**config.mk**
```make
export PLATFORM = sky130hd
export DESIGN_NAME = id_ex_stage_flat
export DESIGN_NICKNAME = d
export VERILOG_FILES = /design/src/rtl/cpu_pkg.sv /design/src/rtl/id_ex_stage_if.sv /design/src/rtl/fwd_sel.sv /design/src/rtl/id_ex_stage.sv /design/src/flat_wrapper.sv
export SDC_FILE = /design/constraint.sdc
export NUM_CORES = 1
export LEC_CHECK = 0
export CORE_MARGIN = 2
export CORE_UTILIZATION = 25
export DETAILED_ROUTE_END_ITERATION = 8
export GPL_TIMING_DRIVEN = 0
export PLACE_DENSITY = 0.54
export SETUP_SLACK_MARGIN = 0.02
export SLEW_MARGIN = 20
export SYNTH_ARGS = -nofsm -noshare
export SYNTH_HDL_FRONTEND = slang
export SYNTH_SLANG_ARGS = --single-unit
export TNS_END_PERCENT = 1
```
**constraint.sdc**
```tcl
create_clock -name clk -period 12.25 [get_ports clk]
set_input_delay 2.45 -clock clk [delete_from_list [all_inputs] [get_ports clk]]
set_output_delay 2.45 -clock clk [all_outputs]
set_load 0.05 [all_outputs]
```
**src/rtl/cpu_pkg.sv**
```systemverilog
// Shared widths and types for the ID/EX operand-latch slice.
package cpu_pkg;
  localparam int DATA_W = 32;
  localparam int REG_AW = 5;
  localparam int CTRL_W = 8;

  localparam logic [REG_AW-1:0] REG_ZERO = 5'd0;

  typedef logic [CTRL_W-1:0] ctrl_t;
  typedef logic [DATA_W-1:0] data_t;
  typedef logic [REG_AW-1:0] reg_t;

  typedef struct packed {
    logic  valid;
    reg_t  rs;
    reg_t  rt;
    reg_t  dst;
    logic  wreg;
    logic  memread;
    ctrl_t ctrl;
    data_t imm;
    data_t a;
    data_t b;
  } ex_regs_t;
endpackage

```
**src/rtl/id_ex_stage_if.sv**
```systemverilog
// ID-side, MEM-side and EX-side signals of the ID/EX boundary.
interface id_ex_stage_if;
  import cpu_pkg::*;

  logic  id_valid;
  reg_t  id_rs;
  reg_t  id_rt;
  logic  id_use_rs;
  logic  id_use_rt;
  data_t id_rd1;
  data_t id_rd2;
  data_t id_imm;
  reg_t  id_dst;
  logic  id_wreg;
  logic  id_memread;
  ctrl_t id_ctrl;
  logic  mem_wreg;
  reg_t  mem_dst;
  data_t mem_wd;
  logic  ex_stall;
  logic  flush;

  logic  id_stall;
  logic  ex_valid;
  data_t ex_a;
  data_t ex_b;
  data_t ex_imm;
  reg_t  ex_dst;
  ctrl_t ex_ctrl;
  reg_t  ex_rs;
  reg_t  ex_rt;
  logic  ex_wreg;
  logic  ex_memread;

  modport master (
    output id_valid, id_rs, id_rt, id_use_rs, id_use_rt, id_rd1, id_rd2,
           id_imm, id_dst, id_wreg, id_memread, id_ctrl,
           mem_wreg, mem_dst, mem_wd, ex_stall, flush,
    input  id_stall, ex_valid, ex_a, ex_b, ex_imm, ex_dst, ex_ctrl,
           ex_rs, ex_rt, ex_wreg, ex_memread
  );

  modport slave (
    input  id_valid, id_rs, id_rt, id_use_rs, id_use_rt, id_rd1, id_rd2,
           id_imm, id_dst, id_wreg, id_memread, id_ctrl,
           mem_wreg, mem_dst, mem_wd, ex_stall, flush,
    output id_stall, ex_valid, ex_a, ex_b, ex_imm, ex_dst, ex_ctrl,
           ex_rs, ex_rt, ex_wreg, ex_memread
  );
endinterface

```
**src/rtl/fwd_sel.sv**
```systemverilog
// Single forwarding mux: producer data wins on a non-zero register match.
module fwd_sel
  import cpu_pkg::*;
(
  input  logic  wreg,
  input  reg_t  dst,
  input  reg_t  src,
  input  data_t fwd_data,
  input  data_t reg_data,
  output data_t sel_data
);
  always_comb begin
    sel_data = reg_data;
    if (wreg && (dst == src) && (src != REG_ZERO))
      sel_data = fwd_data;
  end
endmodule

```
**src/rtl/id_ex_stage.sv**
```systemverilog
// ID->EX pipeline register with MEM forwarding, load-use bubble, hold and flush.
module id_ex_stage
  import cpu_pkg::*;
(
  input  logic         clk,
  input  logic         rst,
  id_ex_stage_if.slave bus
);
  ex_regs_t state_q, state_d;
  data_t    cap_a, cap_b, ex_a, ex_b;
  logic     lu;

  fwd_sel u_cap_a (.wreg(bus.mem_wreg), .dst(bus.mem_dst), .src(bus.id_rs),
                   .fwd_data(bus.mem_wd), .reg_data(bus.id_rd1), .sel_data(cap_a));
  fwd_sel u_cap_b (.wreg(bus.mem_wreg), .dst(bus.mem_dst), .src(bus.id_rt),
                   .fwd_data(bus.mem_wd), .reg_data(bus.id_rd2), .sel_data(cap_b));
  fwd_sel u_ex_a  (.wreg(bus.mem_wreg), .dst(bus.mem_dst), .src(state_q.rs),
                   .fwd_data(bus.mem_wd), .reg_data(state_q.a), .sel_data(ex_a));
  fwd_sel u_ex_b  (.wreg(bus.mem_wreg), .dst(bus.mem_dst), .src(state_q.rt),
                   .fwd_data(bus.mem_wd), .reg_data(state_q.b), .sel_data(ex_b));

  always_comb begin
    lu = state_q.valid && state_q.memread && (state_q.dst != REG_ZERO) &&
         ((bus.id_use_rs && (bus.id_rs == state_q.dst)) ||
          (bus.id_use_rt && (bus.id_rt == state_q.dst)));
  end

  always_comb begin
    state_d = state_q;
    if (bus.flush) begin
      state_d.valid = 1'b0;
    end else if (bus.ex_stall) begin
      // Re-latch the forwarded operands so they survive the producer leaving MEM.
      state_d.a = ex_a;
      state_d.b = ex_b;
    end else if (lu) begin
      state_d.valid = 1'b0;
    end else begin
      state_d.valid   = bus.id_valid;
      state_d.rs      = bus.id_rs;
      state_d.rt      = bus.id_rt;
      state_d.dst     = bus.id_dst;
      state_d.wreg    = bus.id_wreg;
      state_d.memread = bus.id_memread;
      state_d.ctrl    = bus.id_ctrl;
      state_d.imm     = bus.id_imm;
      state_d.a       = cap_a;
      state_d.b       = cap_b;
    end
  end

  always_ff @(posedge clk or posedge rst) begin
    if (rst) state_q <= '0;
    else     state_q <= state_d;
  end

  assign bus.id_stall   = lu | bus.ex_stall;
  assign bus.ex_valid   = state_q.valid;
  assign bus.ex_a       = ex_a;
  assign bus.ex_b       = ex_b;
  assign bus.ex_imm     = state_q.imm;
  assign bus.ex_dst     = state_q.dst;
  assign bus.ex_ctrl    = state_q.ctrl;
  assign bus.ex_rs      = state_q.rs;
  assign bus.ex_rt      = state_q.rt;
  assign bus.ex_wreg    = state_q.wreg & state_q.valid;
  assign bus.ex_memread = state_q.memread & state_q.valid;
endmodule
```
**src/flat_wrapper.sv**
```systemverilog
// flat-port wrapper written by rule: the top's interface ports become plain ports
module id_ex_stage_flat import cpu_pkg::*;
  (clk, rst, bus_id_valid, bus_id_rs, bus_id_rt, bus_id_use_rs, bus_id_use_rt, bus_id_rd1, bus_id_rd2, bus_id_imm, bus_id_dst, bus_id_wreg, bus_id_memread, bus_id_ctrl, bus_mem_wreg, bus_mem_dst, bus_mem_wd, bus_ex_stall, bus_flush, bus_id_stall, bus_ex_valid, bus_ex_a, bus_ex_b, bus_ex_imm, bus_ex_dst, bus_ex_ctrl, bus_ex_rs, bus_ex_rt, bus_ex_wreg, bus_ex_memread);
  id_ex_stage_if bus_i ();
  input  logic clk;
  input  logic rst;
  input wire logic [$bits(bus_i.id_valid)-1:0] bus_id_valid;
  input wire logic [$bits(bus_i.id_rs)-1:0] bus_id_rs;
  input wire logic [$bits(bus_i.id_rt)-1:0] bus_id_rt;
  input wire logic [$bits(bus_i.id_use_rs)-1:0] bus_id_use_rs;
  input wire logic [$bits(bus_i.id_use_rt)-1:0] bus_id_use_rt;
  input wire logic [$bits(bus_i.id_rd1)-1:0] bus_id_rd1;
  input wire logic [$bits(bus_i.id_rd2)-1:0] bus_id_rd2;
  input wire logic [$bits(bus_i.id_imm)-1:0] bus_id_imm;
  input wire logic [$bits(bus_i.id_dst)-1:0] bus_id_dst;
  input wire logic [$bits(bus_i.id_wreg)-1:0] bus_id_wreg;
  input wire logic [$bits(bus_i.id_memread)-1:0] bus_id_memread;
  input wire logic [$bits(bus_i.id_ctrl)-1:0] bus_id_ctrl;
  input wire logic [$bits(bus_i.mem_wreg)-1:0] bus_mem_wreg;
  input wire logic [$bits(bus_i.mem_dst)-1:0] bus_mem_dst;
  input wire logic [$bits(bus_i.mem_wd)-1:0] bus_mem_wd;
  input wire logic [$bits(bus_i.ex_stall)-1:0] bus_ex_stall;
  input wire logic [$bits(bus_i.flush)-1:0] bus_flush;
  output wire logic [$bits(bus_i.id_stall)-1:0] bus_id_stall;
  output wire logic [$bits(bus_i.ex_valid)-1:0] bus_ex_valid;
  output wire logic [$bits(bus_i.ex_a)-1:0] bus_ex_a;
  output wire logic [$bits(bus_i.ex_b)-1:0] bus_ex_b;
  output wire logic [$bits(bus_i.ex_imm)-1:0] bus_ex_imm;
  output wire logic [$bits(bus_i.ex_dst)-1:0] bus_ex_dst;
  output wire logic [$bits(bus_i.ex_ctrl)-1:0] bus_ex_ctrl;
  output wire logic [$bits(bus_i.ex_rs)-1:0] bus_ex_rs;
  output wire logic [$bits(bus_i.ex_rt)-1:0] bus_ex_rt;
  output wire logic [$bits(bus_i.ex_wreg)-1:0] bus_ex_wreg;
  output wire logic [$bits(bus_i.ex_memread)-1:0] bus_ex_memread;
  assign bus_i.id_valid = bus_id_valid;
  assign bus_i.id_rs = bus_id_rs;
  assign bus_i.id_rt = bus_id_rt;
  assign bus_i.id_use_rs = bus_id_use_rs;
  assign bus_i.id_use_rt = bus_id_use_rt;
  assign bus_i.id_rd1 = bus_id_rd1;
  assign bus_i.id_rd2 = bus_id_rd2;
  assign bus_i.id_imm = bus_id_imm;
  assign bus_i.id_dst = bus_id_dst;
  assign bus_i.id_wreg = bus_id_wreg;
  assign bus_i.id_memread = bus_id_memread;
  assign bus_i.id_ctrl = bus_id_ctrl;
  assign bus_i.mem_wreg = bus_mem_wreg;
  assign bus_i.mem_dst = bus_mem_dst;
  assign bus_i.mem_wd = bus_mem_wd;
  assign bus_i.ex_stall = bus_ex_stall;
  assign bus_i.flush = bus_flush;
  assign bus_id_stall = bus_i.id_stall;
  assign bus_ex_valid = bus_i.ex_valid;
  assign bus_ex_a = bus_i.ex_a;
  assign bus_ex_b = bus_i.ex_b;
  assign bus_ex_imm = bus_i.ex_imm;
  assign bus_ex_dst = bus_i.ex_dst;
  assign bus_ex_ctrl = bus_i.ex_ctrl;
  assign bus_ex_rs = bus_i.ex_rs;
  assign bus_ex_rt = bus_i.ex_rt;
  assign bus_ex_wreg = bus_i.ex_wreg;
  assign bus_ex_memread = bus_i.ex_memread;
  id_ex_stage u_core (.clk(clk), .rst(rst), .bus(bus_i));
endmodule
```
# Word level (Yosys, flattened, before mapping)
# Index checks and enable logic that the tools add are counted.
[totals]
ff_bits = 122
inputBits = 166
out_inout_bits = 123
elab_cells = 54
[classes]
n_eq_ne = 8
mux = 9
bitwise_logic = 6
reduce_logical = 21
[op_table]
columns = ["operator", "count"]
rows = [
  ["$mux W32", 4],
  ["$mux W121", 1],
  ["$mux W64", 1],
  ["$mux W58", 1],
  ["$eq A5 B5 Y1", 6],
  ["$reduce_bool A5 Y1", 5],
  ["$logic_and A1 B1 Y1", 13],
  ["$not A1 Y1", 3],
  ["$reduce_and A3 Y1", 1],
  ["$and A1 B1 Y1", 2],
  ["$mux W1", 2],
  ["$ne A2 B1 Y1 const B", 1],
  ["$ne A2 B2 Y1 const B", 1],
  ["$reduce_and A2 Y1", 1],
  ["$logic_or A1 B1 Y1", 1],
  ["$or A1 B1 Y1", 1],
]

# Longest topological paths before layout
[depth]
depth_word = 7
ltp_mapped = 8
ltp_nobuf = 5

# Cells and area by module
# From an unflattened synthesis, not the netlist that was laid out.
[hier_totals]
hier_cells = 753
area_unflattened_um2 = 8841.0
[modules_own_cells]
columns = ["module", "instances", "cells_per_inst", "area_per_inst_um2", "seq_area_each_um2"]
rows = [
  ["id_ex_stage", 1, 573, 6463.7, 3052.9],
  ["fwd_sel", 4, 45, 594.3, 0.0],
]

# Least setup slack after synthesis
# Ideal clock, no wire load.
[synth_timing]
kind = "input -> output"
from = "input bus_mem_dst[0]"
to = "output bus_ex_a[6]"
arrival_time_ps = 3920
required_ps = 9800
slack_ps = 5880
stages = 6
n_path_buf = 2
cell_sequence = "clkbuf_1 xnor2_1 nand3_1 nor2_1 buf_2 mux2_1"
[synth_between]
elab_chain_len = 4
[synth_lines]
columns = ["element", "line", "text"]
rows = [
  ["from (decl)", "flat_wrapper.sv:20", "input wire logic [$bits(bus_i.mem_dst)-1:0] bus_mem_dst;"],
  ["$eq A5 B5 Y1", "fwd_sel.sv:14", "if (wreg && (dst == src) && (src != REG_ZERO))"],
  ["$logic_and A1 B1 Y1 (2 in series)", "fwd_sel.sv:14", ""],
  ["$mux W32", "fwd_sel.sv:14", ""],
  ["to (decl)", "flat_wrapper.sv:26", "output wire logic [$bits(bus_i.ex_a)-1:0] bus_ex_a;"],
]
# Every way passes these cells.

# Final worst setup path
[layout_timing]
from = "input bus_mem_dst[3]"
to = "output bus_ex_a[29]"
# The elaborated chain is that of the path after synthesis.

==> flow_summary_export.csv <==
group,metric,value,unit
outcome,status,"finished clean",
setup_path,critPathMaxFanout,10,
final_layout,final_core_util,0.392,
route,dr_total_vias,6103,
synth,synth_top_area_frac,0.415,
final_layout,fillers,2931,
route,dr.pass1.iters,4,
cts,clk_pin_slew,60,ps
placement,portBuffers,287,
power_and_ir_drop,p_per_area,140,nW/µm²
final_layout,syn2layout_area_growth,53.9,%
setup_path,path_class,"in -> out",
setup_path,cp.arrival,5680,ps
die,row_count,62,
sta,setup_viol,0,
setup_path,r2r_start,"u_core.bus.ex_rs[2]",
cts,cts_tree,"built",
setup_path,cpMaxStageDelayCell,"clkdlybuf4s50_1",
cts,cts_made_buffers,17,
cts,cts.sinks,122,
synth,synthAdderAreaFrac,0,
sta,slew_viol_final,0,
cts,hold_buffers,0,
route,ant_nets,0,
setup_path,critPathLaunchType,"input port",
synth,synth_warnings,0,
route,drc_errors,0,
die,top_level_ports,289,
setup_path,end_kind,"output pin",
setup_path,startpoint,"bus_mem_dst[3]",
sta,relSlewSlack,0.344,
cts,clockRootBuffer,"clkbuf_16",
sta,min_period_over_period,0.663,
global_route,grt_max_degree,80,
cts,postCtsSetupBuffers,0,
synth,synth-compound-area-share,0.0901,
setup_path,slowest_delay,750,ps
global_route,grt_pass1_wl,38900,µm
setup_path,worstPathCellList,"clkdlybuf4s50_1, xor2_1, nor3_1, nand3_1, nor2_1, buf_2, mux2_2, clkdlybuf4s50_1",
route,vias_per_cell,4.43,
cts,clk_path_buf_depth,2,
die,fp.dieH,176,µm
setup_path,worstPathRequired,9800,ps
cts,cts_resized,0,
placement,hpwl,18700,µm
power_and_ir_drop,ir_drop,0.0000754,V
synth,async_reset_ff_frac,1.00,
sta,setup_tns,0,ps
setup_path,cpMostUsedCell,"clkdlybuf4s50_1",
synth,yosys-top-cells-count,"122 x dfrtp_1, 94 x mux2_2, 73 x nand2_1, 65 x inv_1, 65 x o221ai_1",
synth,synth_area_per_cell,10.9,µm²
setup_path,crit_path_end,"bus_ex_a[29]",
route,wl_per_cell,18.3,µm
global_route,track_usage,0.166,
die,die_w,176,µm
power_and_ir_drop,p_leak,0.00459,µW
global_route,grt_pass1_vias,6487,
global_route,overflow,0,
setup_path,r2r_end,"u_core.state_q[58]",
placement,dp_cells,1345,
cts,cts_max_level,4,
final_layout,fin_nets,1146,
sta,finClkSkew,11.8,ps
synth,synth-edff-count,0,
sta,worst_pin_slew,968,ps
sta,period_minus_slack,8130,ps
synth,netlist_instances,673,
route,drt-initial-drc-count,258,
synth,synth_most_common_cell,"dfrtp_1",
min_path,hp-class,"reg -> reg",
synth,synth.distinct_cells,37,
final_layout,stdcell_count,1379,
die,initial_utilization,0.255,
synth,yosys.area_share.simple,0.0614,
synth,synth-seq-cells,122,
global_route,antenna_found_initial,2,
die,die_area,30800,µm²
synth,synth_xor_area_frac,0.0309,
job,drv_cap,0,
route,routed_wirelength,25300,µm
cts,clk_latency,420,ps
placement,place_congestion,0.773,
die,core,28900,µm²
synth,synth_top_area_cell,"dfrtp_1",
sta,clock.fmax,123,MHz
synth,synth_mux_area_frac,0.285,
setup_path,reg2reg_slack,9700,ps
synth,ys_top_cells_by_area,"dfrtp_1 41%, mux2_2 14%, mux2i_1 8.7%",
synth,synth_fp_nets,839,
final_layout,drive_above_1_share,0.243,
sta,hold_viol_final,0,
sta,worst_slack,4120,ps
placement,place_ws,4100,ps
setup_path,reg2reg_depth,6,
synth,synth_top_family_by_area,"multiplexers",
synth,syn-cell-area,7360,µm²
sta,rsz0062_at_grt,"false",
synth,ys_seq_area_frac,0.415,
synth,synthFlopType,"dfrtp_1",
## worst min path at each step
stage                               start                     to  slack [ps]  cells after the start
finish                u_core.state_q[104]    u_core.state_q[104]         500                      1
global route        u_core.bus.ex_imm[29]  u_core.bus.ex_imm[29]         520                      1
CTS                   u_core.state_q[104]    u_core.state_q[104]         510                      1
detailed placement    u_core.state_q[104]    u_core.state_q[104]         490                      1
global placement      u_core.state_q[104]    u_core.state_q[104]         480                      1
floorplan             u_core.state_q[104]    u_core.state_q[104]         470                      1
## layout make-up
type | instances | area [µm²] | share of cell area
diodes | 2 | 5.00 | 0.000442
multi-input cells | 391 | 3450 | 0.305
inverters | 65 | 251 | 0.0222
repair buffers | 288 | 2900 | 0.256
clock inverters | 15 | 141 | 0.0125
flip-flops and latches | 122 | 3050 | 0.270
clock buffers | 17 | 425 | 0.0376
well taps | 384 | 480 | 0.0424
plain buffers | 95 | 618 | 0.0546
## placed cells by master (no fill, tap or decap), types with 23 or more instances in the layout
cell type / instances
buf_2: 23
buf_4: 56
clkdlybuf4s50_1: 287
dfrtp_1: 122
inv_1: 64
mux2_2: 94
mux2_4: 26
mux2i_1: 64
nand2_1: 73
o221ai_1: 65
## metal layers
layer | up-vias | global-route usage | share of wire | routed length [µm]
met5 | - | 0 | 0 | 0
met4 | 0 | 0.0644 | 0.026 | 654
met3 | 31 | 0.0327 | 0.047 | 1200
met2 | 169 | 0.275 | 0.48 | 12200
met1 | 2969 | 0.213 | 0.44 | 11200
li1 | 2934 | - | - | -
## state kept, by name (all words and copies together) (netlist names)
register,cells
u_core.state_q,66
u_core.bus.ex_dst,5
u_core.bus.ex_rt,5
u_core.bus.ex_rs,5
u_core.bus.ex_imm,32
u_core.bus.ex_ctrl,8
u_core.bus.ex_valid,1
## power breakdown
group / switching, µW / leakage [µW] / total [µW] / internal [µW]
logic: 331 / 0.00280 / 590 / 259
registers: 33.5 / 0.00150 / 490 / 456
clock network: 220 / 0.000276 / 504 / 283
total: 584 / 0.00459 / 1580 / 999
## worst max-delay path, delay by kind of cell
kind	cells	cell delay (ps)
buffers and inverters	3	1730
AND/OR/NAND/NOR	3	890
multiplexers	1	380
XOR/XNOR	1	210
## logic make-up after synthesis
family | after synthesis
compound gates | 78
simple gates | 102
mux | 185
flops | 122
buf+inv | 160
xor+xnor | 26
## stage by stage
stage / power (µW) / cell area [µm²] / hold WS, ps
after detailed placement: 1090 / 10700 / 491
after global placement: 1090 / 10700 / 480
after global routing: 1660 / 11300 / 522
final: 1580 / 11300 / 504
after floorplan: 875 / 7360 / 471
after CTS: 1610 / 11300 / 507
Power figures use the tool's default switching activity.
